### config.mk
export PLATFORM = sky130hd
export DESIGN_NAME = fetch_prefetch_unit
export DESIGN_NICKNAME = d
export VERILOG_FILES = /design/src/rtl/fetch_prefetch_unit.sv
export SDC_FILE = /design/constraint.sdc
export NUM_CORES = 1
export LEC_CHECK = 0
export BUFFER_PORTS_ARGS = -buffer_cell sky130_fd_sc_hd__buf_2
export CELL_PAD_IN_SITES_DETAIL_PLACEMENT = 1
export CELL_PAD_IN_SITES_GLOBAL_PLACEMENT = 1
export CORE_MARGIN = 10
export CORE_UTILIZATION = 52
export DETAILED_ROUTE_END_ITERATION = 12
export GPL_ROUTABILITY_DRIVEN = 1
export PLACE_DENSITY_LB_ADDON = 0.15
export SYNTH_ARGS = -nofsm -noshare
export SYNTH_HDL_FRONTEND = slang
export SYNTH_SLANG_ARGS = --single-unit
### constraint.sdc
create_clock -name clk -period 6.1 [get_ports clk]
set_input_delay 0 -clock clk [delete_from_list [all_inputs] [get_ports clk]]
set_output_delay 0 -clock clk [all_outputs]
set_load 0.02 [all_outputs]
### src/rtl/fetch_prefetch_unit.sv
// Instruction-fetch front end: sequential imem reads into a DEPTH-entry prefetch FIFO toward decode.
// Zero-latency request, push visible one cycle later; redirect flushes, halt stops issuing but drains.
module fetch_prefetch_unit #(
  parameter int              XLEN     = 32,
  parameter int              DEPTH    = 4,
  parameter logic [XLEN-1:0] RESET_PC = '0
) (
  input  logic                     clk,
  input  logic                     rst,
  output logic                     imem_req,
  output logic [XLEN-1:0]          imem_addr,
  output logic                     imem_we_re,
  output logic [3:0]               imem_mask,
  input  logic                     imem_valid,
  input  logic [31:0]              imem_rdata,
  input  logic                     redirect_valid,
  input  logic [XLEN-1:0]          redirect_addr,
  input  logic                     halt_req,
  output logic                     inst_valid,
  input  logic                     inst_ready,
  output logic [31:0]              inst_data,
  output logic [XLEN-1:0]          inst_pc,
  output logic [$clog2(DEPTH):0]   fifo_count,
  output logic                     misaligned,
  output logic                     halted
);

  localparam int AW = $clog2(DEPTH);
  localparam int CW = AW + 1;
  localparam logic [CW-1:0] DEPTH_C = CW'(DEPTH);
  localparam logic [XLEN-1:0] PC_STEP = XLEN'(4);

  localparam logic [1:0] ST_BOOT   = 2'd0;
  localparam logic [1:0] ST_RUN    = 2'd1;
  localparam logic [1:0] ST_HALTED = 2'd2;

  logic [1:0]      state_q, state_d;
  logic [XLEN-1:0] fetch_pc_q, fetch_pc_d;
  logic [AW-1:0]   wr_ptr_q, wr_ptr_d;
  logic [AW-1:0]   rd_ptr_q, rd_ptr_d;
  logic [CW-1:0]   count_q, count_d;
  logic            misaligned_q, misaligned_d;

  logic [31:0]     buf_dat_q [DEPTH];
  logic [XLEN-1:0] buf_pc_q  [DEPTH];

  logic run;
  logic push;
  logic pop;
  logic head_vld;
  logic target_mis;

  assign run        = (state_q == ST_RUN);
  assign head_vld   = (count_q != '0);
  assign target_mis = (redirect_addr[1:0] != 2'b00);

  // Request ignores inst_ready on purpose: a full FIFO stalls even when popping.
  assign imem_req   = run && (count_q < DEPTH_C) && !redirect_valid && !halt_req;
  assign push       = imem_req && imem_valid;
  assign inst_valid = head_vld && !redirect_valid;
  assign pop        = inst_valid && inst_ready;

  assign imem_addr  = fetch_pc_q;
  assign imem_we_re = 1'b0;
  assign imem_mask  = 4'hF;
  assign inst_data  = buf_dat_q[rd_ptr_q];
  assign inst_pc    = buf_pc_q[rd_ptr_q];
  assign fifo_count = count_q;
  assign misaligned = misaligned_q;
  assign halted     = (state_q == ST_HALTED);

  always_comb begin
    state_d      = state_q;
    fetch_pc_d   = fetch_pc_q;
    wr_ptr_d     = wr_ptr_q;
    rd_ptr_d     = rd_ptr_q;
    count_d      = count_q;
    misaligned_d = misaligned_q;

    if (redirect_valid) begin
      // Flush wins over any transfer or pop happening in the same cycle.
      wr_ptr_d     = '0;
      rd_ptr_d     = '0;
      count_d      = '0;
      fetch_pc_d   = redirect_addr;
      misaligned_d = target_mis;
      state_d      = target_mis ? ST_HALTED : ST_RUN;
    end else begin
      if (push) begin
        wr_ptr_d   = wr_ptr_q + AW'(1);
        fetch_pc_d = fetch_pc_q + PC_STEP;
      end
      if (pop) begin
        rd_ptr_d = rd_ptr_q + AW'(1);
      end
      count_d = count_q + CW'(push) - CW'(pop);

      case (state_q)
        ST_BOOT:   state_d = ST_RUN;
        ST_RUN:    if (halt_req) state_d = ST_HALTED;
        ST_HALTED: state_d = ST_HALTED;
        default:   state_d = ST_BOOT;
      endcase
    end
  end

  always_ff @(posedge clk) begin
    if (rst) begin
      state_q      <= ST_BOOT;
      fetch_pc_q   <= RESET_PC;
      wr_ptr_q     <= '0;
      rd_ptr_q     <= '0;
      count_q      <= '0;
      misaligned_q <= 1'b0;
    end else begin
      state_q      <= state_d;
      fetch_pc_q   <= fetch_pc_d;
      wr_ptr_q     <= wr_ptr_d;
      rd_ptr_q     <= rd_ptr_d;
      count_q      <= count_d;
      misaligned_q <= misaligned_d;
    end
  end

  always_ff @(posedge clk) begin
    if (!rst && push) begin
      buf_dat_q[wr_ptr_q] <= imem_rdata;
      buf_pc_q[wr_ptr_q]  <= fetch_pc_q;
    end
  end

endmodule

# == Word level (Yosys, flattened, before mapping) ==
# Memories as Yosys holds them, arrays and structs flattened. A register that Yosys moved wholly into a read port is not among the register bits.
# Index checks and enable logic that the tools add are counted.
# classes
add_sub_neg,5
order_cmp,1
eq_ne,3
n_mux,12
n_reduce_logical,15
# op_table
op,count
$mux 32,2
$add 32x3->32 const B,1
$mux 2,7
$logic_and 1x1->1,7
$pmux 2 s3,1
$add 2x1->2 const B,2
$reduce_bool 2->1,2
$add 3x1->3,1
$logic_not 1->1,3
$lt 3x3->1 const B,1
$ne 3x3->1 const B,1
$reduce_bool 3->1,1
$sub 3x1->3,1
$eq 2x1->1 const B,1
$eq 2x2->1 const B,1
$logic_not 2->1,1
$mux 1,2
$reduce_or 2->1,1
# word_totals
reg_bits,42
ramBits,256
inputBits,70
output_inout_bits,108
mem_count,2
# memory_table
memory,words,word_bits,read_ports,rd_clocked_by_memory_dff,write_ports,line,rtl
buf_dat_q,4,32,1,1,1,44,logic [31:0] buf_dat_q [DEPTH];
buf_pc_q,4,32,1,1,1,45,logic [XLEN-1:0] buf_pc_q [DEPTH];

# == Depth between registers and ports, before layout ==
# Gate-level depths: netlist of run 1.
# logic_depth
ltp_word,8
depth_mapped,14

# == Worst setup path before layout of run 1 ==
# OpenSTA, ideal clock, no wires.
# synth_timing
path_kind,register -> register
from,register state_q[1]
to,memory buf_dat_q[0][0] (enable)
arrival_time_ns,2.846
required_ns,5.671
path_slack_ns,2.825
path_stages_with_launch,8
n_path_buf,2
synth_period_minus_slack_ns,3.275
cell_sequence,dfxtp_1 inv_1 ha_1 nand4bb_1 buf_2 nor3_2 clkbuf_1 and2_1
# synth_via
elab_chain_cells,8
# synth_lines
item,line,rtl
start: declaration,37,"logic [1:0] state_q, state_d;"
start signal: assignment,116,state_q <= state_d;
$eq 2x1->1,53,assign run = (state_q == ST_RUN);
$logic_and 1x1->1 (3 in series),58,assign imem_req = run && (count_q < DEPTH_C) && !redirect_valid && !halt_req;
$logic_and 1x1->1,59,assign push = imem_req && imem_valid;
$logic_and 1x1->1,126,if (!rst && push) begin
$mux 1,126,
$mux 1 (implied by the code),127,buf_dat_q[wr_ptr_q] <= imem_rdata;
end: declaration,44,
# No other way between the ends.

# == Worst setup path after layout of run 1 ==
# layout_timing
from,register state_q[1]
to,memory buf_pc_q[3][4] (enable)
# layout_via
elab_chain_cells,8
# layout_lines
item,line,rtl
$eq 2x1->1,53,
$logic_and 1x1->1 (3 in series),58,
$logic_and 1x1->1,59,
$logic_and 1x1->1,126,
$mux 1,126,
$mux 1 (implied by the code),128,buf_pc_q[wr_ptr_q] <= fetch_pc_q;
end: declaration,45,
# No other way between the ends.

==> results of run 1 <==
==> cells in the final DEF, fill, tap and decap left out, types with 6 or more instances in the layout <==
cell / count
sky130_fd_sc_hd__clkinv_2: 6
sky130_fd_sc_hd__nor3_1: 11
sky130_fd_sc_hd__buf_2: 172
sky130_fd_sc_hd__nand4_1: 13
sky130_fd_sc_hd__inv_1: 14
sky130_fd_sc_hd__edfxtp_1: 256
sky130_fd_sc_hd__xnor2_1: 11
sky130_fd_sc_hd__and3_1: 10
sky130_fd_sc_hd__clkbuf_1: 6
sky130_fd_sc_hd__nand3_1: 8
sky130_fd_sc_hd__a211oi_1: 11
sky130_fd_sc_hd__nor2_1: 30
sky130_fd_sc_hd__a21oi_1: 12
sky130_fd_sc_hd__ha_1: 10
sky130_fd_sc_hd__nor4_1: 8
sky130_fd_sc_hd__clkbuf_16: 31
sky130_fd_sc_hd__dlygate4sd3_1: 67
sky130_fd_sc_hd__nand2_1: 35
sky130_fd_sc_hd__dfxtp_1: 42
sky130_fd_sc_hd__a31oi_1: 7
sky130_fd_sc_hd__mux4_2: 64
==> repair_timing <==
item,in CTS,in global routing
endpoints found under the hold margin,167,0
buffers inserted,0,0
hold buffers,67,0
==> registers in the layout (all words and copies together), names as in the netlist, named ones only <==
name,count
rd_ptr_q,2
wr_ptr_q,2
state_q,2
buf_dat_q,128
buf_pc_q,128
fifo_count,3
imem_addr,32
misaligned,1
==> cells in the mapped netlist (all sizes together), types with 2 or more instances <==
cell type	number	area, µm²
xnor2	11	96.3
o221ai	4	35.0
nor2	31	124
mux4	64	1440
a21o	3	22.5
conb	2	7.51
inv	15	56.3
o311ai	3	26.3
a32o	2	20.0
o211ai	5	37.5
mux2i	3	30.0
edfxtp	256	7690
a21oi	12	60.1
xor2	2	17.5
and3	10	62.6
nor4bb	2	20.0
clkbuf	18	67.6
dfxtp	44	881
nand2	35	131
a211oi	11	82.6
ha	10	125
nor3b	3	22.5
buf	23	125
a31oi	7	43.8
and2	6	37.5
or4	3	22.5
and4	2	17.5
nand4	15	115
a311o	5	50.1
nand4b	2	17.5
or3	6	42.5
o31ai	2	15.0
nor3	12	65.1
nand3	9	50.1
nor4	10	83.8
nand2b	4	25.0
a311oi	4	35.0
==> final cells by class <==
cell class                      instances  area [µm²]  share of cell area
Clock inverter                         14         199              0.0135
Tap cell                              285         357              0.0242
Multi-Input combinational cell        317        3130               0.212
Clock buffer                           42         867              0.0588
Inverter                               16        60.1             0.00407
Sequential cell                       300        8580               0.581
Timing Repair Buffer                  243        1560               0.106
==> through the flow <==
step	cell area, µm²	worst slack (ps)
2_1_floorplan	11900	2830
3_3_place_gp	13000	3120
3_5_place_dp	13000	3020
4_1_cts	14800	3010
5_1_grt	14800	2770
6_report	14800	2970
==> layer usage <==
layer | vias up | part of all wire
met2 | 248 | 0.52
met4 | 0 | 0.018
li1 | 3182 | -
met3 | 44 | 0.056
met1 | 3730 | 0.41
met5 | - | 0
==> critical path: cells and delay by family, from the launching register on <==
family | cells | cell delay [ps]
adders and majority gates | 1 | 170
buffers and inverters | 2 | 350
DFF | 1 | 330
and+or+nand+nor | 3 | 1790
==> final timing paths <==
path	start	endpoint	slack, ps	depth (start not counted)
hold / removal	redirect_valid	imem_addr[2]	70	4
setup / recovery	state_q[1]	buf_pc_q[3][4]	2970	6
hold reg to reg	misaligned	misaligned	500	2
setup reg to reg	state_q[1]	buf_pc_q[3][4]	2970	6
==> power by group through the flow <==
stage | combinational [µW] | sequential, µW | clock (µW)
floorplan | 64.7 | 2330 | 0
detailed placement | 148 | 2320 | 0
finish | 184 | 2280 | 1960
global placement | 140 | 2320 | 0
CTS | 183 | 2280 | 1980
global route | 200 | 2280 | 2080
==> cells by family after synthesis <==
family                     after synthesis  synth area share
DFF                                    300             0.718
other                                    2          0.000630
muxes                                   67             0.123
AOI/OAI and AO/OA                       67            0.0420
adders and majority gates               11            0.0122
and+or+nand+nor                        154            0.0728
xor gates and xnor gates                13           0.00955
buffers and inverters                   57            0.0212
==> run_summary.xml, run 1 <==
<?xml version="1.0" encoding="UTF-8"?>
<metrics>
  <group name="worst_setup_path">
    <metric name="critPathRequiredTime" unit="ps">6260</metric>
    <metric name="critical_path.startpoint_type" unit="">register</metric>
    <metric name="worstPathCellList" unit="">inv_1 &gt; ha_1 &gt; nand4bb_1 &gt; buf_4 &gt; nor3_2 &gt; and2_4</metric>
    <metric name="slowest_delay" unit="ps">940</metric>
    <metric name="timing.critical_path.to_type" unit="">register</metric>
    <metric name="worst-setup-path-type" unit="">reg2reg</metric>
    <metric name="worst-path-max-fanout" unit="">64</metric>
    <metric name="cp.arrival" unit="ps">3290</metric>
    <metric name="cell_with_the_largest_stage_delay_on_the_worst_path" unit="">sky130_fd_sc_hd__and2_4</metric>
  </group>
  <group name="cells_and_area">
    <metric name="fraction_of_final_layout_cells_with_drive_strength_greater_than_1" unit="">0.329</metric>
    <metric name="antenna_cells_inserted" unit="">0</metric>
    <metric name="growth_of_design_area_from_synthesis_to_finish" unit="%">23.7</metric>
    <metric name="final_cell_count_without_fillers" unit="">1217</metric>
    <metric name="final_core_util" unit="">0.654</metric>
    <metric name="design.final.nets" unit="">989</metric>
    <metric name="total_of_fill_cells_in_the_finished_design" unit="">2007</metric>
  </group>
  <group name="power_and_ir_drop">
    <metric name="total_power" unit="µW">4420</metric>
    <metric name="net-switching-power" unit="µW">902</metric>
    <metric name="ir_drop" unit="mV">0.201</metric>
    <metric name="power.share.switching" unit="">0.204</metric>
    <metric name="power_density" unit="nW/µm²">300</metric>
    <metric name="leakagePower" unit="µW">0.00510</metric>
    <metric name="p_clk_frac" unit="">0.443</metric>
    <metric name="power_report.internal_total" unit="µW">3520</metric>
    <metric name="combinational_share_of_power" unit="">0.042</metric>
    <metric name="seq_power_share" unit="">0.516</metric>
  </group>
  <group name="logic_synthesis">
    <metric name="post_synth_inst_count" unit="">671</metric>
    <metric name="postSynthRegisterBits" unit="">300</metric>
    <metric name="ys_dominant_reg_cell" unit="">sky130_fd_sc_hd__edfxtp_1</metric>
    <metric name="synth.yosys.seq_area_share" unit="">0.718</metric>
    <metric name="synth-warning-count" unit="">0</metric>
    <metric name="edff_count_synth" unit="">256</metric>
    <metric name="synthArstFlopShare" unit="">0</metric>
    <metric name="syn-mean-instance-area" unit="µm²">17.8</metric>
    <metric name="synthesis.area" unit="µm²">11900</metric>
    <metric name="ys_types" unit="">63</metric>
  </group>
  <group name="drt">
    <metric name="postRouteAntennaNets" unit="">0</metric>
    <metric name="drt_drc_violations_left" unit="">0</metric>
    <metric name="vias_per_cell" unit="">5.92</metric>
    <metric name="route.vias.total" unit="">7204</metric>
    <metric name="drtPass1Iterations" unit="">4</metric>
    <metric name="drt_first_iter_violations" unit="">610</metric>
    <metric name="route.detailed.wl_per_inst" unit="µm">25.2</metric>
    <metric name="wl" unit="µm">30700</metric>
  </group>
  <group name="floorplan">
    <metric name="chipWidth" unit="µm">171</metric>
    <metric name="top_level_ports" unit="">178</metric>
    <metric name="die_y" unit="µm">171</metric>
    <metric name="initial_standard_cell_utilization_of_the_core" unit="">0.528</metric>
    <metric name="total_die_area" unit="µm²">29400</metric>
    <metric name="floorplan.core_area" unit="µm²">22600</metric>
    <metric name="placement_rows" unit="">55</metric>
  </group>
  <group name="timing">
    <metric name="achievable-frequency" unit="MHz">320</metric>
    <metric name="max_slew.worst_pin.slew" unit="ps">1230</metric>
    <metric name="finalSetupViolCount" unit="">0</metric>
    <metric name="finalMaxSlewViolations" unit="">0</metric>
    <metric name="period_minus_slack" unit="ps">3130</metric>
    <metric name="holdWs" unit="ps">69.6</metric>
    <metric name="setup_tns_after_final_layout" unit="ps">0</metric>
    <metric name="relSlewSlack" unit="">0.177</metric>
    <metric name="timing.clock.skew" unit="ps">8.35</metric>
    <metric name="hold_viol_final" unit="">0</metric>
    <metric name="setup_repair_after_global_routing_missed_its_margin" unit="">false</metric>
    <metric name="layout_worst_path_cycle_share" unit="">0.513</metric>
  </group>
  <group name="place">
    <metric name="port_buffers" unit="">172</metric>
    <metric name="globalplace.congestion" unit="">0.773</metric>
    <metric name="dp_hpwl" unit="µm">17900</metric>
    <metric name="dp.cells" unit="">1094</metric>
  </group>
  <group name="global_route">
    <metric name="first_global_vias" unit="">7963</metric>
    <metric name="global_route.usage.met1" unit="">0.268</metric>
    <metric name="gr-usage-met3" unit="">0.0378</metric>
    <metric name="groute.layer.met2.usage" unit="">0.361</metric>
    <metric name="antenna_violations_before_repair" unit="">0</metric>
    <metric name="global_route.overflow_total" unit="">0</metric>
    <metric name="global_route.usage.total" unit="">0.210</metric>
    <metric name="most_used_routing_layer" unit="">met2</metric>
    <metric name="first_pass_grt_wire_length" unit="µm">47500</metric>
    <metric name="grt_max_degree" unit="">65</metric>
  </group>
  <group name="run_status">
    <metric name="run_status" unit="">finished clean</metric>
  </group>
  <group name="cts">
    <metric name="cts.clk_slew.worst_paths" unit="ps">60</metric>
    <metric name="cts_buffers" unit="">30</metric>
    <metric name="cts_root_buf" unit="">sky130_fd_sc_hd__clkbuf_16</metric>
    <metric name="numClockSinks" unit="">300</metric>
    <metric name="clock_tree_from_tritoncts" unit="">done</metric>
    <metric name="htree_num_levels" unit="">1</metric>
    <metric name="ctsResizeCount" unit="">0</metric>
    <metric name="cts_buffer_depth" unit="">3</metric>
    <metric name="insertion_delay" unit="ps">540</metric>
  </group>
  <group name="hold_path">
    <metric name="worst_hold_path_type" unit="">in2reg</metric>
  </group>
  <group name="job">
    <metric name="max-cap-violations" unit="">0</metric>
  </group>
</metrics>
Power figures use the tool's default switching activity.
==> run 2, diff against run 1 <==
--- a/config.mk
+++ b/config.mk
@@ -5,11 +5,12 @@
 export SDC_FILE = /design/constraint.sdc
 export NUM_CORES = 1
 export LEC_CHECK = 0
+export ABC_AREA = 1
 export BUFFER_PORTS_ARGS = -buffer_cell sky130_fd_sc_hd__buf_2
 export CELL_PAD_IN_SITES_DETAIL_PLACEMENT = 1
 export CELL_PAD_IN_SITES_GLOBAL_PLACEMENT = 1
 export CORE_MARGIN = 10
-export CORE_UTILIZATION = 52
+export CORE_UTILIZATION = 45
 export DETAILED_ROUTE_END_ITERATION = 12
 export GPL_ROUTABILITY_DRIVEN = 1
 export PLACE_DENSITY_LB_ADDON = 0.15
==> constraint.sdc (replaced) <==
create_clock -name clk -period 3.1 [get_ports clk]
set_input_delay 0 -clock clk [delete_from_list [all_inputs] [get_ports clk]]
set_output_delay 0 -clock clk [all_outputs]
set_load 0.02 [all_outputs]
==> run_summary.xml, run 2 <==
<?xml version="1.0" encoding="UTF-8"?>
<metrics>
  <group name="run_status">
    <metric name="run_status" unit="">finished clean</metric>
  </group>
  <group name="cts">
    <metric name="cts_buffers" unit="">31</metric>
    <metric name="clock_tree_from_tritoncts" unit="">done</metric>
    <metric name="cts.clk_slew.worst_paths" unit="ps">60</metric>
    <metric name="cts_root_buf" unit="">sky130_fd_sc_hd__clkbuf_16</metric>
    <metric name="cts_buffer_depth" unit="">3</metric>
    <metric name="htree_num_levels" unit="">1</metric>
    <metric name="numClockSinks" unit="">300</metric>
    <metric name="insertion_delay" unit="ps">550</metric>
  </group>
  <group name="worst_setup_path">
    <metric name="slowest_delay" unit="ps">560</metric>
    <metric name="cpLargestDelayFamily" unit="">buffers and inverters</metric>
    <metric name="r2r_start" unit="">state_q[1]</metric>
    <metric name="critical_path.startpoint_type" unit="">input pin</metric>
    <metric name="critPathRequiredTime" unit="ps">3550</metric>
    <metric name="worst-setup-path-type" unit="">in2reg</metric>
    <metric name="worstPathCellList" unit="">dlygate4sd3_1 &gt; buf_2 &gt; nor2_2 &gt; dlygate4sd3_1 &gt; nand2_2 &gt; nor2_4 &gt; nand2_4 &gt; ha_1 &gt; inv_1 &gt; ha_1 &gt; fa_1 &gt; xnor2_1 &gt; xor2_1 &gt; nor2_1</metric>
    <metric name="reg2regPathDepth" unit="">10</metric>
    <metric name="timing.critical_path.to_type" unit="">register</metric>
    <metric name="cp.arrival" unit="ps">3070</metric>
    <metric name="cell_with_the_largest_stage_delay_on_the_worst_path" unit="">sky130_fd_sc_hd__dlygate4sd3_1</metric>
    <metric name="crit_buf_inv" unit="">4</metric>
    <metric name="critical_path.startpoint" unit="">halt_req</metric>
    <metric name="capture_point_of_the_worst_reg_to_reg_path" unit="">imem_addr[31]</metric>
    <metric name="timing.reg2reg.setup_slack" unit="ps">610</metric>
    <metric name="worst-path-max-fanout" unit="">19</metric>
  </group>
  <group name="power_and_ir_drop">
    <metric name="power.share.switching" unit="">0.210</metric>
    <metric name="power_density" unit="nW/µm²">551</metric>
    <metric name="combinational_share_of_power" unit="">0.045</metric>
    <metric name="p_clk_frac" unit="">0.429</metric>
    <metric name="seq_power_share" unit="">0.526</metric>
    <metric name="power_report.internal_total" unit="µW">6730</metric>
    <metric name="net-switching-power" unit="µW">1790</metric>
    <metric name="ir_drop" unit="mV">0.428</metric>
    <metric name="total_power" unit="µW">8520</metric>
    <metric name="leakagePower" unit="µW">0.00581</metric>
  </group>
  <group name="floorplan">
    <metric name="floorplan.core_area" unit="µm²">27000</metric>
    <metric name="chipWidth" unit="µm">186</metric>
    <metric name="top_level_ports" unit="">178</metric>
    <metric name="die_y" unit="µm">186</metric>
    <metric name="initial_standard_cell_utilization_of_the_core" unit="">0.457</metric>
    <metric name="placement_rows" unit="">60</metric>
    <metric name="total_die_area" unit="µm²">34400</metric>
  </group>
  <group name="place">
    <metric name="dp_hpwl" unit="µm">21000</metric>
    <metric name="port_buffers" unit="">172</metric>
    <metric name="globalplace.congestion" unit="">0.821</metric>
    <metric name="dp.cells" unit="">1565</metric>
  </group>
  <group name="global_route">
    <metric name="global_route.usage.total" unit="">0.197</metric>
    <metric name="grt_max_degree" unit="">129</metric>
    <metric name="first_global_vias" unit="">9878</metric>
    <metric name="antenna_violations_before_repair" unit="">0</metric>
    <metric name="first_pass_grt_wire_length" unit="µm">54000</metric>
    <metric name="global_route.overflow_total" unit="">0</metric>
  </group>
  <group name="cells_and_area">
    <metric name="growth_of_design_area_from_synthesis_to_finish" unit="%">25.4</metric>
    <metric name="design.final.nets" unit="">1427</metric>
    <metric name="antenna_cells_inserted" unit="">0</metric>
    <metric name="final_cell_count_without_fillers" unit="">1709</metric>
    <metric name="fraction_of_final_layout_cells_with_drive_strength_greater_than_1" unit="">0.187</metric>
    <metric name="layout.cells.most_common_list" unit="">sky130_fd_sc_hd__edfxtp_1, sky130_fd_sc_hd__buf_2, sky130_fd_sc_hd__nor2_1, sky130_fd_sc_hd__o21ai_0, sky130_fd_sc_hd__nand2_1</metric>
    <metric name="final_core_util" unit="">0.574</metric>
    <metric name="leading_cell_type_in_the_layout_fill_and_taps_excluded" unit="">sky130_fd_sc_hd__edfxtp_1</metric>
  </group>
  <group name="logic_synthesis">
    <metric name="postSynthRegisterBits" unit="">300</metric>
    <metric name="synthArstFlopShare" unit="">0</metric>
    <metric name="synthMostInstantiatedCell" unit="">sky130_fd_sc_hd__edfxtp_1</metric>
    <metric name="synthesis.area" unit="µm²">12300</metric>
    <metric name="synth_area_leaders" unit="">sky130_fd_sc_hd__edfxtp_1, sky130_fd_sc_hd__dfxtp_1, sky130_fd_sc_hd__o21ai_0</metric>
    <metric name="ranking_of_synthesized_cells_by_instance_count" unit="">sky130_fd_sc_hd__edfxtp_1, sky130_fd_sc_hd__nor2_1, sky130_fd_sc_hd__o21ai_0</metric>
    <metric name="ys_dominant_reg_cell" unit="">sky130_fd_sc_hd__edfxtp_1</metric>
    <metric name="synth.yosys.seq_area_share" unit="">0.695</metric>
    <metric name="edff_count_synth" unit="">256</metric>
    <metric name="syn-mean-instance-area" unit="µm²">11.3</metric>
    <metric name="netlist.area_leader.share" unit="">0.624</metric>
    <metric name="ys_types" unit="">38</metric>
    <metric name="post_synth_inst_count" unit="">1093</metric>
    <metric name="synth-warning-count" unit="">0</metric>
    <metric name="synth_top_cell_by_area" unit="">sky130_fd_sc_hd__edfxtp_1</metric>
  </group>
  <group name="timing">
    <metric name="finalMaxSlewViolations" unit="">0</metric>
    <metric name="max_slew.worst_pin.slew" unit="ps">734</metric>
    <metric name="achievable-frequency" unit="MHz">381</metric>
    <metric name="period_minus_slack" unit="ps">2620</metric>
    <metric name="finalSetupViolCount" unit="">0</metric>
    <metric name="hold_viol_final" unit="">0</metric>
    <metric name="layout_worst_path_cycle_share" unit="">0.846</metric>
    <metric name="relSlewSlack" unit="">0.511</metric>
    <metric name="setup_repair_after_global_routing_missed_its_margin" unit="">false</metric>
    <metric name="timing.clock.skew" unit="ps">16.0</metric>
  </group>
  <group name="drt">
    <metric name="wl" unit="µm">34600</metric>
    <metric name="drt_drc_violations_left" unit="">0</metric>
    <metric name="drtPass1Iterations" unit="">4</metric>
    <metric name="drt_first_iter_violations" unit="">564</metric>
    <metric name="route.vias.total" unit="">9197</metric>
    <metric name="route.detailed.wl_per_inst" unit="µm">20.2</metric>
    <metric name="vias_per_cell" unit="">5.38</metric>
    <metric name="postRouteAntennaNets" unit="">0</metric>
  </group>
  <group name="hold_path">
    <metric name="hold_start" unit="">redirect_valid</metric>
    <metric name="worstHoldPathCells" unit="">4</metric>
    <metric name="hold-path-endpoint" unit="">imem_addr[4]</metric>
    <metric name="worst_hold_path_type" unit="">in2reg</metric>
  </group>
  <group name="job">
    <metric name="max-cap-violations" unit="">0</metric>
  </group>
</metrics>
-- run 2: timing repair --
item,CTS,global route
buffers inserted,0,0
gates resized for setup,0,0
hold buffers,89,0
hold endpoints to repair,169,0
-- run 2: stage by stage --
stage          instance area (µm²)  setup WS, ps  setup TNS [ps]  hold WS [ps]
2_1_floorplan                12300          -215          -54950          98.9
3_3_place_gp                 13600           746               0           218
3_5_place_dp                 13600           628               0           219
4_1_cts                      15500           465               0          18.2
5_1_grt                      15500           322               0          71.6
6_report                     15500           476               0          44.3
-- run 2: worst min-delay path, stage by stage --
cell and delay, ps:
sky130_fd_sc_hd__buf_2 110, sky130_fd_sc_hd__buf_4 260, sky130_fd_sc_hd__nand2_1 100, sky130_fd_sc_hd__a31oi_1 70
-- run 2: layer usage --
metal,global-route usage,part of all wire,vias to the layer above,wire length [µm]
met4,0.0393,0.016,0,541
met5,0,0,-,0
met1,0.255,0.43,4581,14900
met2,0.340,0.50,223,17100
li1,-,-,4348,-
met3,0.0349,0.058,45,2010
-- run 2: worst max path at each step --
stage                                 end  cells past startpoint
after floorplan           buf_dat_q[0][0]                      8
final                       fifo_count[2]                     14
after global routing        fifo_count[2]                     14
after global placement      fifo_count[2]                     12
after detailed placement    fifo_count[2]                     12
after CTS                   fifo_count[2]                     14
-- run 2: logic make-up (layout without fill, tap and decap cells) --
logic type | count (synthesis) | after routing | synth area share
other | 2 | 5 | 0.000609
AND/OR/NAND/NOR | 398 | 398 | 0.137
AO/OA/AOI/OAI | 249 | 249 | 0.110
buffers and inverters | 128 | 400 | 0.0428
flip-flops | 300 | 300 | 0.695
XOR/XNOR | 5 | 5 | 0.00355
adder cells (fa/ha/maj) | 11 | 11 | 0.0118
-- run 2: power by group through the flow --
stage          registers, µW  logic (µW)  clock network, µW
2_1_floorplan           4570         134                  0
3_3_place_gp            4560         288                  0
3_5_place_dp            4570         297                  0
4_1_cts                 4480         385               3720
5_1_grt                 4490         426               3890
6_report                4480         386               3650
-- run 2: final cells by class --
| type | count | area [µm²] |
|---|---|---|
| repair buffers | 275 | 1930 |
| clock buffers | 35 | 791 |
| inverters | 70 | 264 |
| well taps | 341 | 427 |
| clock inverters | 20 | 204 |
| multi-input cells | 668 | 3270 |
| fillers | 2860 | 11500 |
| flip-flops and latches | 300 | 8570 |
